`config.mk`:
```
export PLATFORM = sky130hd
export DESIGN_NAME = if_stage
export DESIGN_NICKNAME = d
export VERILOG_FILES = /design/src/rtl/if_stage.sv
export SDC_FILE = /design/constraint.sdc
export NUM_CORES = 1
export LEC_CHECK = 0
export ABC_AREA = 1
export ABC_CLOCK_PERIOD_IN_PS = 8400
export CAP_MARGIN = 20
export CORE_MARGIN = 2
export CORE_UTILIZATION = 30
export DETAILED_ROUTE_END_ITERATION = 6
export HOLD_SLACK_MARGIN = 0.08
export SLEW_MARGIN = 10
export SYNTH_ARGS = -nofsm -noshare
export SYNTH_HDL_FRONTEND = slang
export SYNTH_SLANG_ARGS = --single-unit
```
`constraint.sdc`:
```
create_clock -name clk -period 8.4 [get_ports clk]
set_input_delay 0.84 -clock clk [delete_from_list [all_inputs] [get_ports clk]]
set_output_delay 0.84 -clock clk [all_outputs]
set_load 0.03 [all_outputs]
```
`src/rtl/if_stage.sv`:
```
// Instruction fetch stage: one-outstanding-request fetch FSM feeding an in-order
// fetch queue, with redirect flush and discard of in-flight words.
module if_stage #(
  parameter logic [31:0] RESET_PC = 32'h0000_0000,
  parameter int unsigned QDEPTH   = 2
) (
  input  logic        clk,
  input  logic        reset,
  output logic        imem_req_valid,
  input  logic        imem_req_ready,
  output logic [31:0] imem_req_addr,
  input  logic        imem_rsp_valid,
  input  logic [31:0] imem_rsp_data,
  input  logic        redirect_valid,
  input  logic [31:0] redirect_pc,
  output logic        id_valid,
  input  logic        id_ready,
  output logic [31:0] id_pc,
  output logic [31:0] id_instr
);

  localparam int unsigned PTR_W = (QDEPTH > 2) ? 2 : 1;
  localparam int unsigned CNT_W = PTR_W + 1;

  typedef enum logic [1:0] {
    S_RUN  = 2'd0,
    S_WAIT = 2'd1,
    S_DROP = 2'd2
  } state_t;

  typedef struct packed {
    logic [31:0] pc;
    logic [31:0] instr;
  } fq_entry_t;

  state_t            state;
  state_t            state_nxt;
  logic [31:0]       fetch_pc;
  logic [31:0]       inflight_pc;
  logic [PTR_W-1:0]  head;
  logic [PTR_W-1:0]  tail;
  logic [CNT_W-1:0]  count;
  fq_entry_t         entries [QDEPTH];

  logic              req_fire;
  logic              push;
  logic              pop;

  assign imem_req_addr = fetch_pc;
  assign id_valid      = (count != '0);

  // Next-state, request handshake and queue push/pop decisions
  always_comb begin
    state_nxt      = state;
    imem_req_valid = 1'b0;
    req_fire       = 1'b0;
    push           = 1'b0;
    pop            = 1'b0;

    imem_req_valid = (state == S_RUN) && !redirect_valid && !reset &&
                     (count < CNT_W'(QDEPTH));
    req_fire       = imem_req_valid && imem_req_ready;
    push           = (state == S_WAIT) && imem_rsp_valid && !redirect_valid;
    pop            = id_valid && id_ready && !redirect_valid;

    case (state)
      S_RUN:  if (req_fire) state_nxt = S_WAIT;
      S_WAIT: begin
        if (imem_rsp_valid)      state_nxt = S_RUN;
        else if (redirect_valid) state_nxt = S_DROP;
      end
      S_DROP: if (imem_rsp_valid) state_nxt = S_RUN;
      default: state_nxt = S_RUN;
    endcase
  end

  always_ff @(posedge clk or posedge reset) begin
    if (reset) begin
      state       <= S_RUN;
      fetch_pc    <= RESET_PC & ~32'h3;
      inflight_pc <= '0;
      head        <= '0;
      tail        <= '0;
      count       <= '0;
    end else begin
      state <= state_nxt;
      if (req_fire) inflight_pc <= fetch_pc;
      if (redirect_valid) begin
        // Flush wins over any same-cycle push or pop
        fetch_pc <= redirect_pc & ~32'h3;
        head     <= '0;
        tail     <= '0;
        count    <= '0;
      end else begin
        if (req_fire) fetch_pc <= fetch_pc + 32'd4;
        if (push)     tail     <= tail + PTR_W'(1);
        if (pop)      head     <= head + PTR_W'(1);
        case ({push, pop})
          2'b10:   count <= count + CNT_W'(1);
          2'b01:   count <= count - CNT_W'(1);
          default: count <= count;
        endcase
      end
    end
  end

  // Queue storage needs no reset; occupancy gates every read
  always_ff @(posedge clk) begin
    if (push) entries[tail] <= '{pc: inflight_pc, instr: imem_rsp_data};
  end

  always_comb begin
    id_pc    = '0;
    id_instr = '0;
    if (id_valid) begin
      id_pc    = entries[head].pc;
      id_instr = entries[head].instr;
    end
  end

endmodule

```
==> metrics.txt <==
# TYPE chip_impl_metric gauge
chip_impl_metric{name="power.density",unit="nW/um^2"} 294
chip_impl_info{name="hold-path-endpoint",value="entries[0][48]"} 1
chip_impl_metric{name="maxClockFrequency",unit="MHz"} 270
chip_impl_metric{name="final-seq-area",unit="um^2"} 5380
chip_impl_metric{name="netlist_instances",unit=""} 844
chip_impl_metric{name="clk_pin_slew_worst_paths",unit="ps"} 70
chip_impl_info{name="critical-path-top-cell-by-count",value="sky130_fd_sc_hd__clkdlybuf4s50_1"} 1
chip_impl_info{name="clock-root-buffer",value="sky130_fd_sc_hd__clkbuf_16"} 1
chip_impl_info{name="critical_path.reg2reg.startpoint",value="state[1]"} 1
chip_impl_metric{name="remaining_number_of_nets_flagged_by_the_antenna_check_after_routing",unit=""} 0
chip_impl_metric{name="cts_repair_resize_count",unit=""} 0
chip_impl_metric{name="fraction_of_final_layout_cells_sized_beyond_drive_strength_1",unit=""} 0.0675
chip_impl_metric{name="dp.final_hpwl",unit="um"} 14000
chip_impl_metric{name="finalWorstPathRequiredPeriod",unit="ps"} 3700
chip_impl_metric{name="grt_remaining_overflow",unit=""} 0
chip_impl_metric{name="drt_pass1_iterations",unit=""} 5
chip_impl_info{name="timing.hold.worst.start",value="inflight_pc[16]"} 1
chip_impl_metric{name="timing.final.hold_violations",unit=""} 0
chip_impl_metric{name="synth_sequential_area_ratio",unit=""} 0.648
chip_impl_info{name="timing.critical_path.cells",value="clkdlybuf4s50_1 > inv_2 > buf_4 > nand3_1 > inv_1 > clkdlybuf4s50_1"} 1
chip_impl_metric{name="fin_area",unit="um^2"} 10800
chip_impl_metric{name="core_box_area",unit="um^2"} 27000
chip_impl_metric{name="instances_no_fill",unit=""} 1349
chip_impl_metric{name="multiplexer_share_of_the_synthesized_area",unit=""} 0
chip_impl_metric{name="nNetsFinal",unit=""} 1066
chip_impl_metric{name="synthSimpleGateAreaFrac",unit=""} 0.214
chip_impl_metric{name="fillerInstances",unit=""} 2643
chip_impl_metric{name="remaining_drc_errors",unit=""} 0
chip_impl_metric{name="timing.critical_path.fanout_max",unit=""} 68
chip_impl_info{name="post-synth-top-area-cell",value="sky130_fd_sc_hd__edfxtp_1"} 1
chip_impl_metric{name="power_leakage",unit="nW"} 4.17
chip_impl_metric{name="worst_path_buf_inv",unit=""} 5
chip_impl_metric{name="die-area",unit="um^2"} 29000
chip_impl_info{name="timing.rr.end",value="entries[1][29]"} 1
chip_impl_metric{name="data_arrival_time_of_the_worst_path",unit="ps"} 2860
chip_impl_metric{name="avgRoutedWirePerCell",unit="um"} 15.4
chip_impl_metric{name="grt_antenna_before_repair",unit=""} 0
chip_impl_info{name="critPathKind",value="in2out"} 1
chip_impl_info{name="cp_top_family",value="buffers and inverters"} 1
chip_impl_metric{name="cts.sink_count",unit=""} 190
chip_impl_info{name="run_status",value="completed"} 1
chip_impl_metric{name="synth_cell_types",unit=""} 31
chip_impl_metric{name="gp_congestion",unit=""} 0.886
chip_impl_metric{name="async_reset_ff_frac",unit=""} 0.347
chip_impl_metric{name="post-synth-top-area-fraction",unit=""} 0.449
chip_impl_metric{name="grt_first_pass_wirelength",unit="um"} 31700
chip_impl_info{name="setup_repair_after_global_routing_missed_its_margin",value="false"} 1
chip_impl_metric{name="io_buffer_count",unit=""} 161
chip_impl_metric{name="post_synth_fa_ha_maj_area_fraction",unit=""} 0.00151
chip_impl_info{name="synth_top_family_by_area",value="simple AND/OR/NAND/NOR gates"} 1
chip_impl_metric{name="clockBufferDepth",unit=""} 2
chip_impl_info{name="timing.hold.worst.class",value="reg2reg"} 1
chip_impl_metric{name="timing.max_slew.rel_slack",unit=""} 0.404
chip_impl_metric{name="start_util",unit=""} 0.307
chip_impl_metric{name="worst_r2r_path_depth",unit=""} 6
chip_impl_info{name="worst_setup_path_start_kind",value="input pin"} 1
chip_impl_info{name="synth.cells.most_frequent",value="295 x sky130_fd_sc_hd__nand2_1, 124 x sky130_fd_sc_hd__edfxtp_1, 66 x sky130_fd_sc_hd__dfrtp_1, 66 x sky130_fd_sc_hd__nand3_1, 62 x sky130_fd_sc_hd__a21oi_1"} 1
chip_impl_metric{name="timing_worst_slew_pin_value",unit="ps"} 895
chip_impl_metric{name="h-tree-depth",unit=""} 4
chip_impl_info{name="synth_top_cells_by_area",value="sky130_fd_sc_hd__edfxtp_1 45%, sky130_fd_sc_hd__dfrtp_1 20%, sky130_fd_sc_hd__nand2_1 13%"} 1
chip_impl_metric{name="syn_area_per_cell",unit="um^2"} 9.83
chip_impl_metric{name="rows",unit=""} 60
chip_impl_metric{name="first_global_vias",unit=""} 5734
chip_impl_metric{name="cts_hold_buf",unit=""} 0
chip_impl_metric{name="floorplan.die.width",unit="um"} 170
chip_impl_metric{name="xor_xnor_share_of_the_synthesized_area",unit=""} 0.00211
chip_impl_info{name="timing.critical_path.to_type",value="output port"} 1
chip_impl_metric{name="die_h",unit="um"} 170
chip_impl_metric{name="boundaryPins",unit=""} 168
chip_impl_metric{name="final.period_utilization",unit=""} 0.441
chip_impl_metric{name="finalSetupTns",unit="ps"} 0
chip_impl_metric{name="insertion_delay",unit="ps"} 430
chip_impl_metric{name="grt_util_all_layers",unit=""} 0.143
chip_impl_metric{name="post_synth_instance_area",unit="um^2"} 8290
chip_impl_metric{name="num_vias",unit=""} 6113
chip_impl_info{name="slowest_stage",value="sky130_fd_sc_hd__buf_4"} 1
chip_impl_metric{name="crit_required",unit="ps"} 7560
chip_impl_metric{name="place_inst",unit=""} 1317
chip_impl_metric{name="max_stage_delay",unit="ps"} 660
chip_impl_metric{name="post_route_skew",unit="ps"} 8.60
chip_impl_metric{name="ir_drop",unit="mV"} 0.144
chip_impl_metric{name="multi_input_area",unit="um^2"} 2480
chip_impl_metric{name="initialDrtViolationCount",unit=""} 449
chip_impl_metric{name="max_cap_viol_count",unit=""} 0
chip_impl_info{name="most_common_cell_in_the_synthesized_netlist",value="sky130_fd_sc_hd__nand2_1"} 1
chip_impl_metric{name="holdPathStages",unit=""} 0
chip_impl_metric{name="detail_route.vias_per_cell",unit=""} 4.53
chip_impl_metric{name="post_dp_cell_area",unit="um^2"} 10200
chip_impl_metric{name="finalMaxSlewViolations",unit=""} 0
chip_impl_metric{name="synth-edff-count",unit=""} 124
chip_impl_metric{name="antenna-diode-count",unit=""} 0
chip_impl_metric{name="number_of_synthesis_warnings",unit=""} 0
chip_impl_info{name="tritoncts",value="yes"} 1
chip_impl_metric{name="grt_start_max_net_pins",unit=""} 72
chip_impl_metric{name="report.final.setup_viol",unit=""} 0
chip_impl_metric{name="cts.repair_timing.setup_buffer_count",unit=""} 0
chip_impl_info{name="yosys_most_used_dff",value="sky130_fd_sc_hd__edfxtp_1"} 1
chip_impl_metric{name="drt-total-wl",unit="um"} 20800
chip_impl_metric{name="cts_inserted_buffers",unit=""} 17
chip_impl_metric{name="synth-compound-area-share",unit=""} 0.0783
chip_impl_metric{name="synth.ff_latch_count",unit=""} 190
chip_impl_metric{name="register_to_register_path_setup_slack",unit="ps"} 5930
chip_impl_metric{name="area_delta_synth_final",unit="%"} 30.0
## layout by cell type (no fill, tap or decap)
cell / count
sky130_fd_sc_hd__conb_1: 4
sky130_fd_sc_hd__ha_1: 1
sky130_fd_sc_hd__buf_4: 8
sky130_fd_sc_hd__nand2_4: 1
sky130_fd_sc_hd__clkbuf_16: 17
sky130_fd_sc_hd__clkinv_4: 3
sky130_fd_sc_hd__o21ai_1: 11
sky130_fd_sc_hd__nor2_4: 9
sky130_fd_sc_hd__nand2_1: 295
sky130_fd_sc_hd__inv_2: 5
sky130_fd_sc_hd__nand3_1: 66
sky130_fd_sc_hd__inv_1: 60
sky130_fd_sc_hd__inv_6: 6
sky130_fd_sc_hd__and2_1: 3
sky130_fd_sc_hd__edfxtp_1: 124
sky130_fd_sc_hd__nor2_2: 5
sky130_fd_sc_hd__dfrtp_1: 65
sky130_fd_sc_hd__clkdlybuf4s50_1: 161
sky130_fd_sc_hd__nor2_1: 35
sky130_fd_sc_hd__clkinv_8: 2
sky130_fd_sc_hd__nand4_1: 1
sky130_fd_sc_hd__nand2_2: 4
sky130_fd_sc_hd__xor2_1: 2
sky130_fd_sc_hd__or2_2: 1
sky130_fd_sc_hd__o21ai_2: 1
sky130_fd_sc_hd__clkinvlp_4: 2
sky130_fd_sc_hd__inv_8: 2
sky130_fd_sc_hd__nand4_4: 1
sky130_fd_sc_hd__o21bai_1: 1
sky130_fd_sc_hd__a21oi_1: 62
sky130_fd_sc_hd__dfrtp_2: 1
sky130_fd_sc_hd__o211ai_1: 8
sky130_fd_sc_hd__o31ai_1: 1
sky130_fd_sc_hd__o21ai_0: 40
## cell type report
class,count,area share
clock buffers,17,0.0395
clock inverters,15,0.0138
inverters,65,0.0226
multi-input cells,552,0.231
flip-flops and latches,190,0.499
well taps,341,0.0396
repair buffers,169,0.155
## logic make-up after synthesis
| group | Yosys count |
|---|---|
| compound gates | 124 |
| flops | 190 |
| xor+xnor | 2 |
| buf+inv | 105 |
| other cells | 1 |
| simple gates | 421 |
| fa+ha+maj | 1 |
## state kept, by name, summed over array words and instances, names as in the netlist
name / flops
inflight_pc: 30
state: 2
tail: 1
count: 2
entries: 124
imem_req_addr: 30
head: 1
## metrics by stage
stage	power [mW]	setup slack, ps	util	hold slack, ps
2_1_floorplan	1.92	4180	-	442
3_3_place_gp	2.40	4610	0.378	449
3_5_place_dp	2.42	4610	0.378	459
4_1_cts	3.21	4610	0.399	478
5_1_grt	3.34	4440	0.399	488
6_report	3.16	4700	0.399	477
## power by group
group / internal, mW / switching (mW) / leakage, nW
Clock: 0.395 / 0.387 / 0.275
Combinational: 0.405 / 0.732 / 1.95
Sequential: 1.14 / 0.104 / 1.95
## worst max-delay path by stage
stage / startpoint / end / slack [ps] / cells past startpoint
after floorplan: redirect_valid / entries[0][0] / 4180 / 4
after global placement: reset / imem_req_valid / 4610 / 6
final: reset / imem_req_valid / 4700 / 6
after CTS: reset / imem_req_valid / 4610 / 6
after global routing: reset / imem_req_valid / 4440 / 6
after detailed placement: reset / imem_req_valid / 4610 / 6
## routing by layer
metal / global-route usage / share of wire / vias up
met2: 0.226 / 0.45 / 162
met1: 0.199 / 0.48 / 2842
met4: 0.0401 / 0.010 / 0
met5: 0 / 0 / -
met3: 0.0319 / 0.056 / 15
li1: - / - / 3094
No activity file was read; power rests on OpenSTA's default activity.
